**src/rtl/e_unary_stream_dec_if.sv**
```systemverilog
// Valid/ready stream bundle for the unary decoder: input beat, output beat, downstream ready.
// The DUT uses the slave modport and the traffic source/sink uses the master modport.
interface e_unary_stream_dec_if #(
  parameter int W = 8
);
  localparam int CNT_W = $clog2(W);

  logic             i_vld;
  logic [W-1:0]     i_x;
  logic             o_rdy;
  logic             o_vld;
  logic [CNT_W-1:0] o_cnt;
  logic             o_is_compliment;
  logic             o_err;
  logic             i_rdy;

  modport slave (
    input  i_vld, i_x, i_rdy,
    output o_rdy, o_vld, o_cnt, o_is_compliment, o_err
  );

  modport master (
    output i_vld, i_x, i_rdy,
    input  o_rdy, o_vld, o_cnt, o_is_compliment, o_err
  );
endinterface

```
**src/rtl/e_unary_stream_dec.sv**
```systemverilog
// Two-stage elastic decoder for unary/thermometer beats.
// S1 classifies each beat, and S2 registers the count, complement flag and error flag.
module e_unary_stream_dec #(
  parameter int W                     = 8,
  parameter int P_ADMIT_COMPLIMENT_EN = 1,
  parameter int P_DROP_ERR_EN         = 0,
  parameter int P_ERR_CNT_W           = 16
) (
  input  logic                      clk,
  input  logic                      arst_n,
  e_unary_stream_dec_if.slave       strm,
  output logic [P_ERR_CNT_W-1:0]    o_err_cnt
);
  localparam int               CNT_W = $clog2(W);
  localparam logic             CEN   = (P_ADMIT_COMPLIMENT_EN != 0);
  localparam logic             DROP  = (P_DROP_ERR_EN != 0);
  localparam logic [CNT_W:0]   W_L   = (CNT_W + 1)'(W);

  logic [W-2:0]       edges;
  logic               x_uni;
  logic               x_cmp;
  logic               accept;
  logic               s1_adv;
  logic               s2_adv;

  logic               s1_vld;
  logic [W-1:0]       s1_x;
  logic               s1_uni;
  logic               s1_cmp;

  logic               s2_vld;
  logic [CNT_W-1:0]   s2_cnt;
  logic               s2_cmp;
  logic               s2_err;

  logic [CNT_W:0]     pop;
  logic [CNT_W-1:0]   cnt_d;
  logic [P_ERR_CNT_W-1:0] err_cnt;

  assign edges  = strm.i_x[W-1:1] ^ strm.i_x[W-2:0];
  assign x_uni  = ($onehot(edges) & (strm.i_x[0] | (CEN & strm.i_x[W-1])))
                | (strm.i_x == '0)
                | (CEN & (strm.i_x == '1));
  assign x_cmp  = CEN & strm.i_x[W-1] & x_uni;

  assign s2_adv = !s2_vld | strm.i_rdy;
  assign s1_adv = !s1_vld | s2_adv;
  assign accept = strm.i_vld & s1_adv;

  // A dropped beat still consumes the S1 slot this cycle, so S1 simply loads a bubble.
  always_ff @(posedge clk or negedge arst_n) begin
    if (!arst_n) begin
      s1_vld <= 1'b0;
      s1_x   <= '0;
      s1_uni <= 1'b0;
      s1_cmp <= 1'b0;
    end else if (s1_adv) begin
      s1_vld <= accept & (x_uni | !DROP);
      s1_x   <= strm.i_x;
      s1_uni <= x_uni;
      s1_cmp <= x_cmp;
    end
  end

  always_comb begin
    pop = '0;
    for (int unsigned i = 0; i < W; i++) begin
      pop = pop + (CNT_W + 1)'(s1_x[i]);
    end
    cnt_d = '0;
    if (s1_uni) begin
      cnt_d = s1_cmp ? CNT_W'(W_L - pop) : CNT_W'(pop);
    end
  end

  always_ff @(posedge clk or negedge arst_n) begin
    if (!arst_n) begin
      s2_vld <= 1'b0;
      s2_cnt <= '0;
      s2_cmp <= 1'b0;
      s2_err <= 1'b0;
    end else if (s2_adv) begin
      s2_vld <= s1_vld;
      s2_cnt <= cnt_d;
      s2_cmp <= s1_cmp;
      s2_err <= !s1_uni;
    end
  end

  always_ff @(posedge clk or negedge arst_n) begin
    if (!arst_n) begin
      err_cnt <= '0;
    end else if (accept && !x_uni && (err_cnt != '1)) begin
      err_cnt <= err_cnt + P_ERR_CNT_W'(1);
    end
  end

  assign strm.o_rdy           = s1_adv;
  assign strm.o_vld           = s2_vld;
  assign strm.o_cnt           = s2_cnt;
  assign strm.o_is_compliment = s2_cmp;
  assign strm.o_err           = s2_err;
  assign o_err_cnt            = err_cnt;
endmodule

```
**src/flat_wrapper.sv**
```systemverilog
// flat-port wrapper written by rule: the top's interface ports become plain ports
module e_unary_stream_dec_flat 
#(
  parameter int W                     = 8,
  parameter int P_ADMIT_COMPLIMENT_EN = 1,
  parameter int P_DROP_ERR_EN         = 0,
  parameter int P_ERR_CNT_W           = 16
)
  (clk, arst_n, o_err_cnt, strm_i_vld, strm_i_x, strm_i_rdy, strm_o_rdy, strm_o_vld, strm_o_cnt, strm_o_is_compliment, strm_o_err);
  e_unary_stream_dec_if #(.W(W)) strm_i ();
  input  logic clk;
  input  logic arst_n;
  output logic [P_ERR_CNT_W-1:0] o_err_cnt;
  input wire logic [$bits(strm_i.i_vld)-1:0] strm_i_vld;
  input wire logic [$bits(strm_i.i_x)-1:0] strm_i_x;
  input wire logic [$bits(strm_i.i_rdy)-1:0] strm_i_rdy;
  output wire logic [$bits(strm_i.o_rdy)-1:0] strm_o_rdy;
  output wire logic [$bits(strm_i.o_vld)-1:0] strm_o_vld;
  output wire logic [$bits(strm_i.o_cnt)-1:0] strm_o_cnt;
  output wire logic [$bits(strm_i.o_is_compliment)-1:0] strm_o_is_compliment;
  output wire logic [$bits(strm_i.o_err)-1:0] strm_o_err;
  assign strm_i.i_vld = strm_i_vld;
  assign strm_i.i_x = strm_i_x;
  assign strm_i.i_rdy = strm_i_rdy;
  assign strm_o_rdy = strm_i.o_rdy;
  assign strm_o_vld = strm_i.o_vld;
  assign strm_o_cnt = strm_i.o_cnt;
  assign strm_o_is_compliment = strm_i.o_is_compliment;
  assign strm_o_err = strm_i.o_err;
  e_unary_stream_dec #(.W(W), .P_ADMIT_COMPLIMENT_EN(P_ADMIT_COMPLIMENT_EN), .P_DROP_ERR_EN(P_DROP_ERR_EN), .P_ERR_CNT_W(P_ERR_CNT_W)) u_core (.clk(clk), .arst_n(arst_n), .strm(strm_i), .o_err_cnt(o_err_cnt));
endmodule
```
**config.mk**
```make
export PLATFORM = sky130hd
export DESIGN_NAME = e_unary_stream_dec_flat
export DESIGN_NICKNAME = d
export VERILOG_FILES = /design/src/rtl/e_unary_stream_dec_if.sv /design/src/rtl/e_unary_stream_dec.sv /design/src/flat_wrapper.sv
export SDC_FILE = /design/constraint.sdc
export NUM_CORES = 1
export LEC_CHECK = 0
export CAP_MARGIN = 30
export CORE_MARGIN = 3
export CORE_UTILIZATION = 35
export CTS_BUF_LIST = sky130_fd_sc_hd__clkbuf_4 sky130_fd_sc_hd__clkbuf_8
export CTS_CLUSTER_SIZE = 24
export DETAILED_ROUTE_END_ITERATION = 6
export DONT_BUFFER_PORTS = 1
export SLEW_MARGIN = 20
export SYNTH_ARGS = -nofsm -noshare
export SYNTH_HDL_FRONTEND = slang
export SYNTH_SLANG_ARGS = --single-unit
export TNS_END_PERCENT = 10
```
**constraint.sdc**
```tcl
create_clock -name clk -period 3.8 [get_ports clk]
set_input_delay 0.57 -clock clk [delete_from_list [all_inputs] [get_ports clk]]
set_output_delay 0.57 -clock clk [all_outputs]
set_load 0.01 [all_outputs]
```
# Word-level counts from Yosys, hierarchy flattened

Cells that the tools add are included.

Reductions and logical operators: 7
Add/subtract/negate cells: 15
Bitwise operators: 9
Multiplexer cells: 2
Equality and inequality tests: 3

Operator list:

| operator                                             | count |
|---|---|
| adder 3 x 1 -> 3 bit                                 | 7 |
| adder 16 x 1 -> 16 bit (second input constant)       | 1 |
| inequality test 16 bit (second input constant)       | 1 |
| adder 1 x 1 -> 2 bit                                 | 4 |
| equality test 8 bit (second input constant)          | 1 |
| zero test 8 bit                                      | 1 |
| XOR 7 bit                                            | 1 |
| adder 3 bit                                          | 2 |
| 2-to-1 mux 3 bit                                     | 2 |
| OR 1 bit                                             | 5 |
| zero test 1 bit                                      | 4 |
| AND 1 bit                                            | 3 |
| equality test 3 x 1 -> 1 bit (second input constant) | 1 |
| subtractor 1 x 3 -> 3 bit (first input constant)     | 1 |
| logical AND 1 bit                                    | 2 |

Input bits: 12
Flip-flop bits (word level): 33
Word-level logic and storage cells: 45
Output and inout bits: 23

# Depth between registers and ports, before layout

Depth in word-level cells: 11
Mapped depth: 12

# Worst setup path before layout

OpenSTA, ideal clock, no wires.

Path kind: input-to-reg
Start point: input port strm_i_x[4]
End point: register u_core.err_cnt[12] (netlist: u_core.o_err_cnt[12])
Setup slack: 0.317 ns
Data arrival time: 3.358 ns
Stages: 11
Cell sequence: inv_1 ha_1 ha_1 fa_1 ha_1 fa_1 xnor2_1 nor4b_2 nor3_4 nand4_1 mux2_2

Word-level cells in the longest chain between the ends: 11
Elaborated cells between the ends (all ways): 15
Classes of those cells: 5 x add/sub; 2 x eq/ne; 4 x bitwise; 4 x reduce/logical

RTL lines:

| element                                                                          | line                     | RTL |
|---|---|---|
| start, declared                                                                  | flat_wrapper.sv:15       | `input wire logic [$bits(strm_i.i_x)-1:0] strm_i_x;` |
| XOR 7 bit                                                                        | e_unary_stream_dec.sv:40 | `assign edges = strm.i_x[W-1:1] ^ strm.i_x[W-2:0];` |
| adder 1 x 1 -> 2 bit (not written as such)                                       | e_unary_stream_dec.sv:41 | `assign x_uni = ($onehot(edges) & (strm.i_x[0] \| (CEN & strm.i_x[W-1])))` |
| adder 3 bit (not written as such) / adder 3 x 1 -> 3 bit (equally long branches) | e_unary_stream_dec.sv:41 |  |
| adder 3 bit (not written as such)                                                | e_unary_stream_dec.sv:41 |  |
| equality test 3 x 1 -> 1 bit                                                     | e_unary_stream_dec.sv:41 |  |
| AND 1 bit                                                                        | e_unary_stream_dec.sv:41 |  |
| OR 1 bit                                                                         | e_unary_stream_dec.sv:42 | `\| (strm.i_x == '0)` |
| OR 1 bit (*)                                                                     | e_unary_stream_dec.sv:43 | `\| (CEN & (strm.i_x == '1));` |
| zero test 1 bit (*)                                                              | e_unary_stream_dec.sv:93 | `end else if (accept && !x_uni && (err_cnt != '1)) begin` |
| logical AND 1 bit (*) (2 in a row)                                               | e_unary_stream_dec.sv:93 |  |
| end signal, assigned                                                             | e_unary_stream_dec.sv:94 | `err_cnt <= err_cnt + P_ERR_CNT_W'(1);` |
| end, declared                                                                    | e_unary_stream_dec.sv:38 | `logic [P_ERR_CNT_W-1:0] err_cnt;` |

Every way passes the cells marked *; elsewhere a longest branch is shown, timed or not.
A chain may end at the register's enable or synchronous reset.

# Final worst setup path

Start point: input port strm_i_x[4]
End point: register u_core.err_cnt[1] (netlist: u_core.o_err_cnt[1])

The elaborated chain is that of the path after synthesis.

==> results.json <==
{
  "most-common-layout-cells": "dfrtp_1 (33), inv_1 (24), nand2_1 (18), xnor2_1 (16), ha_1 (16)",
  "r2r-start": "u_core.s1_x[0]",
  "final_common_cell": "dfrtp_1",
  "design.core.area_um2": 5205,
  "finClkSkew_ns": 0.004274,
  "drt-pass1-iter-count": 4,
  "grt_pass1_vias": 1326,
  "hpwlAfterDp_um": 2786,
  "dr.max_layer_used": "met4",
  "syn_nets": 218,
  "p_per_area_nw_per_um2": 529.6,
  "grt_max_degree": 34,
  "critical_path_arrival_ns": 3.56,
  "antenna_left": 0,
  "register_area_um2": 825.8,
  "crit_cells": 12,
  "post_drt_via_cell_ratio": 4.758,
  "period_needed_ns": 3.401,
  "io_buffers": 0,
  "required_ns": 3.96,
  "relSlewSlack_pct": 66.22,
  "gp_congestion": 0.8006,
  "worst_path_max_delay_cell": "fa_1",
  "avgRoutedWirePerCell_um": 13.57,
  "clk_pin_slew_ns": 0.07,
  "status": "finished clean",
  "syn_to_final_growth_pct": 10.38,
  "routed_wl_um": 3528,
  "crit_family": "adder cells",
  "crit_type": "in2reg",
  "p_leak_nw": 0.9766,
  "synth.top_cell.area_share_pct": 42.80,
  "grt_util_all_layers_pct": 12.55,
  "ys_warn_count": 0,
  "min_period_over_period_pct": 89.50,
  "std_cell_rows": 26,
  "critPathMaxStageDelay_ns": 0.48,
  "fin_hold_ws_ns": 0.1131,
  "rsz0062_at_grt": "false",
  "start_kind": "input port",
  "regToRegSetupSlack_ns": 0.59,
  "synth_edf_count": 0,
  "finalPower_mw": 1.128,
  "ys_seq_area_share_pct": 42.80,
  "antenna_cells": 0,
  "async_reset_ff_share_pct": 100.0,
  "crit_chain": "inv_1 -> ha_1 -> ha_1 -> fa_1 -> ha_1 -> fa_1 -> xnor2_1 -> nor4b_2 -> buf_4 -> nor3_4 -> nand2_1 -> mux2_4",
  "hp-class": "in2async",
  "setup_viol": 0,
  "drv_cap": 0,
  "yosysTopAreaCell": "dfrtp_1",
  "cp_common_cell": "ha_1",
  "dieArea_um2": 6439,
  "fin_nets": 225,
  "cts_buffers": 5,
  "grt-ovfl-total": 0,
  "drc": 0,
  "drive_above_1_share_pct": 11.58,
  "r2r_end": "u_core.strm.o_cnt[2]",
  "clockBufferDepth": 2,
  "netlist_area_um2": 1929,
  "die_height_um": 80.25,
  "crit_path_end_kind": "flop",
  "synth-main-ff-cell": "dfrtp_1",
  "cts_root_buf": "clkbuf_8",
  "r2r.worst_path.cells": 12,
  "cts_sinks": 33,
  "syn_avg_cell_area_um2": 10.54,
  "dieWidth_um": 80.25,
  "met1_length_um": 1597,
  "drv_slew": 0,
  "cts_tree": "built",
  "setup_tns_ns": 0,
  "multiInputGateArea_um2": 1001,
  "cp_max_fo": 10,
  "dr_wl_met3_um": 225,
  "htreeDepth": 2,
  "fmax_mhz": 294.0,
  "ios": 35,
  "vias": 1237,
  "antenna_found_initial": 0,
  "final.fill_count": 532,
  "ys_types": 28,
  "wl_met2_um": 1643,
  "synthCells": 183,
  "synthTopCellsByArea": "dfrtp_1 (43%), ha_1 (10%), fa_1 (7.3%)",
  "cts-resized-gates": 0,
  "grt_pass1_wl_um": 6265,
  "tightest_slew_ns": 0.5056,
  "start_util_pct": 37.07,
  "cts_hold_buf": 1,
  "clock_latency_ns": 0.28,
  "ys_ff_latch": 33,
  "worstPathBufferInverterCount": 2,
  "ir_drop_v": 0.0001768,
  "drt-initial-drc-count": 20,
  "utilization_pct": 40.91,
  "cts_setup_buffers": 0,
  "hold_viol_final": 0
}
## synthesized netlist by cell type, drive strengths merged (4+ instances only)
master	instances
dfrtp	33
xor2	4
nand3	11
xnor2	16
nand2	18
o21ai	9
fa	7
nand4	7
mux2	6
ha	16
inv	24
nor2	11
## metrics by stage
stage	cell area [um2]	cells	setup WS [ns]
final	2130	260	0.3988
after detailed placement	2019	252	0.07565
after floorplan	1929	183	0.3175
after global placement	2019	252	0.1839
after global routing	2130	260	0.2220
after CTS	2130	260	0.3828
## layout make-up
class,count,share of cell area [%]
flip-flops and latches,33,38.78
repair buffers,3,1.645
clock buffers,7,4.230
well taps,70,4.113
multi-input cells,123,47.00
inverters,24,4.230
## state kept, by name, indices dropped and copies added (netlist names)
register                     flops
u_core.s1_x                      8
u_core.s1_vld                    1
u_core.s1_cmp                    1
u_core.strm.o_is_compliment      1
u_core.o_err_cnt                16
u_core.s1_uni                    1
u_core.strm.o_cnt                3
u_core.strm.o_err                1
u_core.strm.o_vld                1
## worst reg2reg max path, cell delays in order (launching register included)
cell	delay [ns]
dfrtp_1	0.38
ha_1	0.29
inv_1	0.07
fa_1	0.42
fa_1	0.49
inv_1	0.05
fa_1	0.35
inv_1	0.07
fa_1	0.43
ha_1	0.22
nor2_1	0.12
xnor2_1	0.12
o21ai_0	0.08
## logic make-up after synthesis
logic type	after synthesis	share of synthesized area [%]
buffers and inverters	27	5.318
adder cells (fa/ha/maj)	23	17.64
XOR/XNOR	20	9.079
AND/OR/NAND/NOR	62	18.29
flip-flops	33	42.80
multiplexers	6	3.696
AO/OA/AOI/OAI	12	3.178
## layer usage
metal,track usage (%),vias to the layer above
met5,0,-
met4,5.068,0
met3,4.036,5
met1,15.84,595
li1,-,613
met2,19.78,24
## worst max-delay path by stage
stage	to	start	slack, ns
finish	u_core.o_err_cnt[1]	strm_i_x[4]	0.40
global placement	u_core.o_err_cnt[1]	strm_i_x[4]	0.18
floorplan	u_core.o_err_cnt[12]	strm_i_x[4]	0.32
global route	u_core.o_err_cnt[1]	strm_i_x[4]	0.22
CTS	u_core.o_err_cnt[1]	strm_i_x[4]	0.38
detailed placement	u_core.o_err_cnt[1]	strm_i_x[4]	0.08
## power by group
part	internal [mW]	leakage (nW)	switching (mW)	total, mW
clock network	0.151	0.0477	0.118	0.269
logic	0.167	0.510	0.165	0.332
registers	0.424	0.418	0.103	0.527
Power figures use the tool's default switching activity.
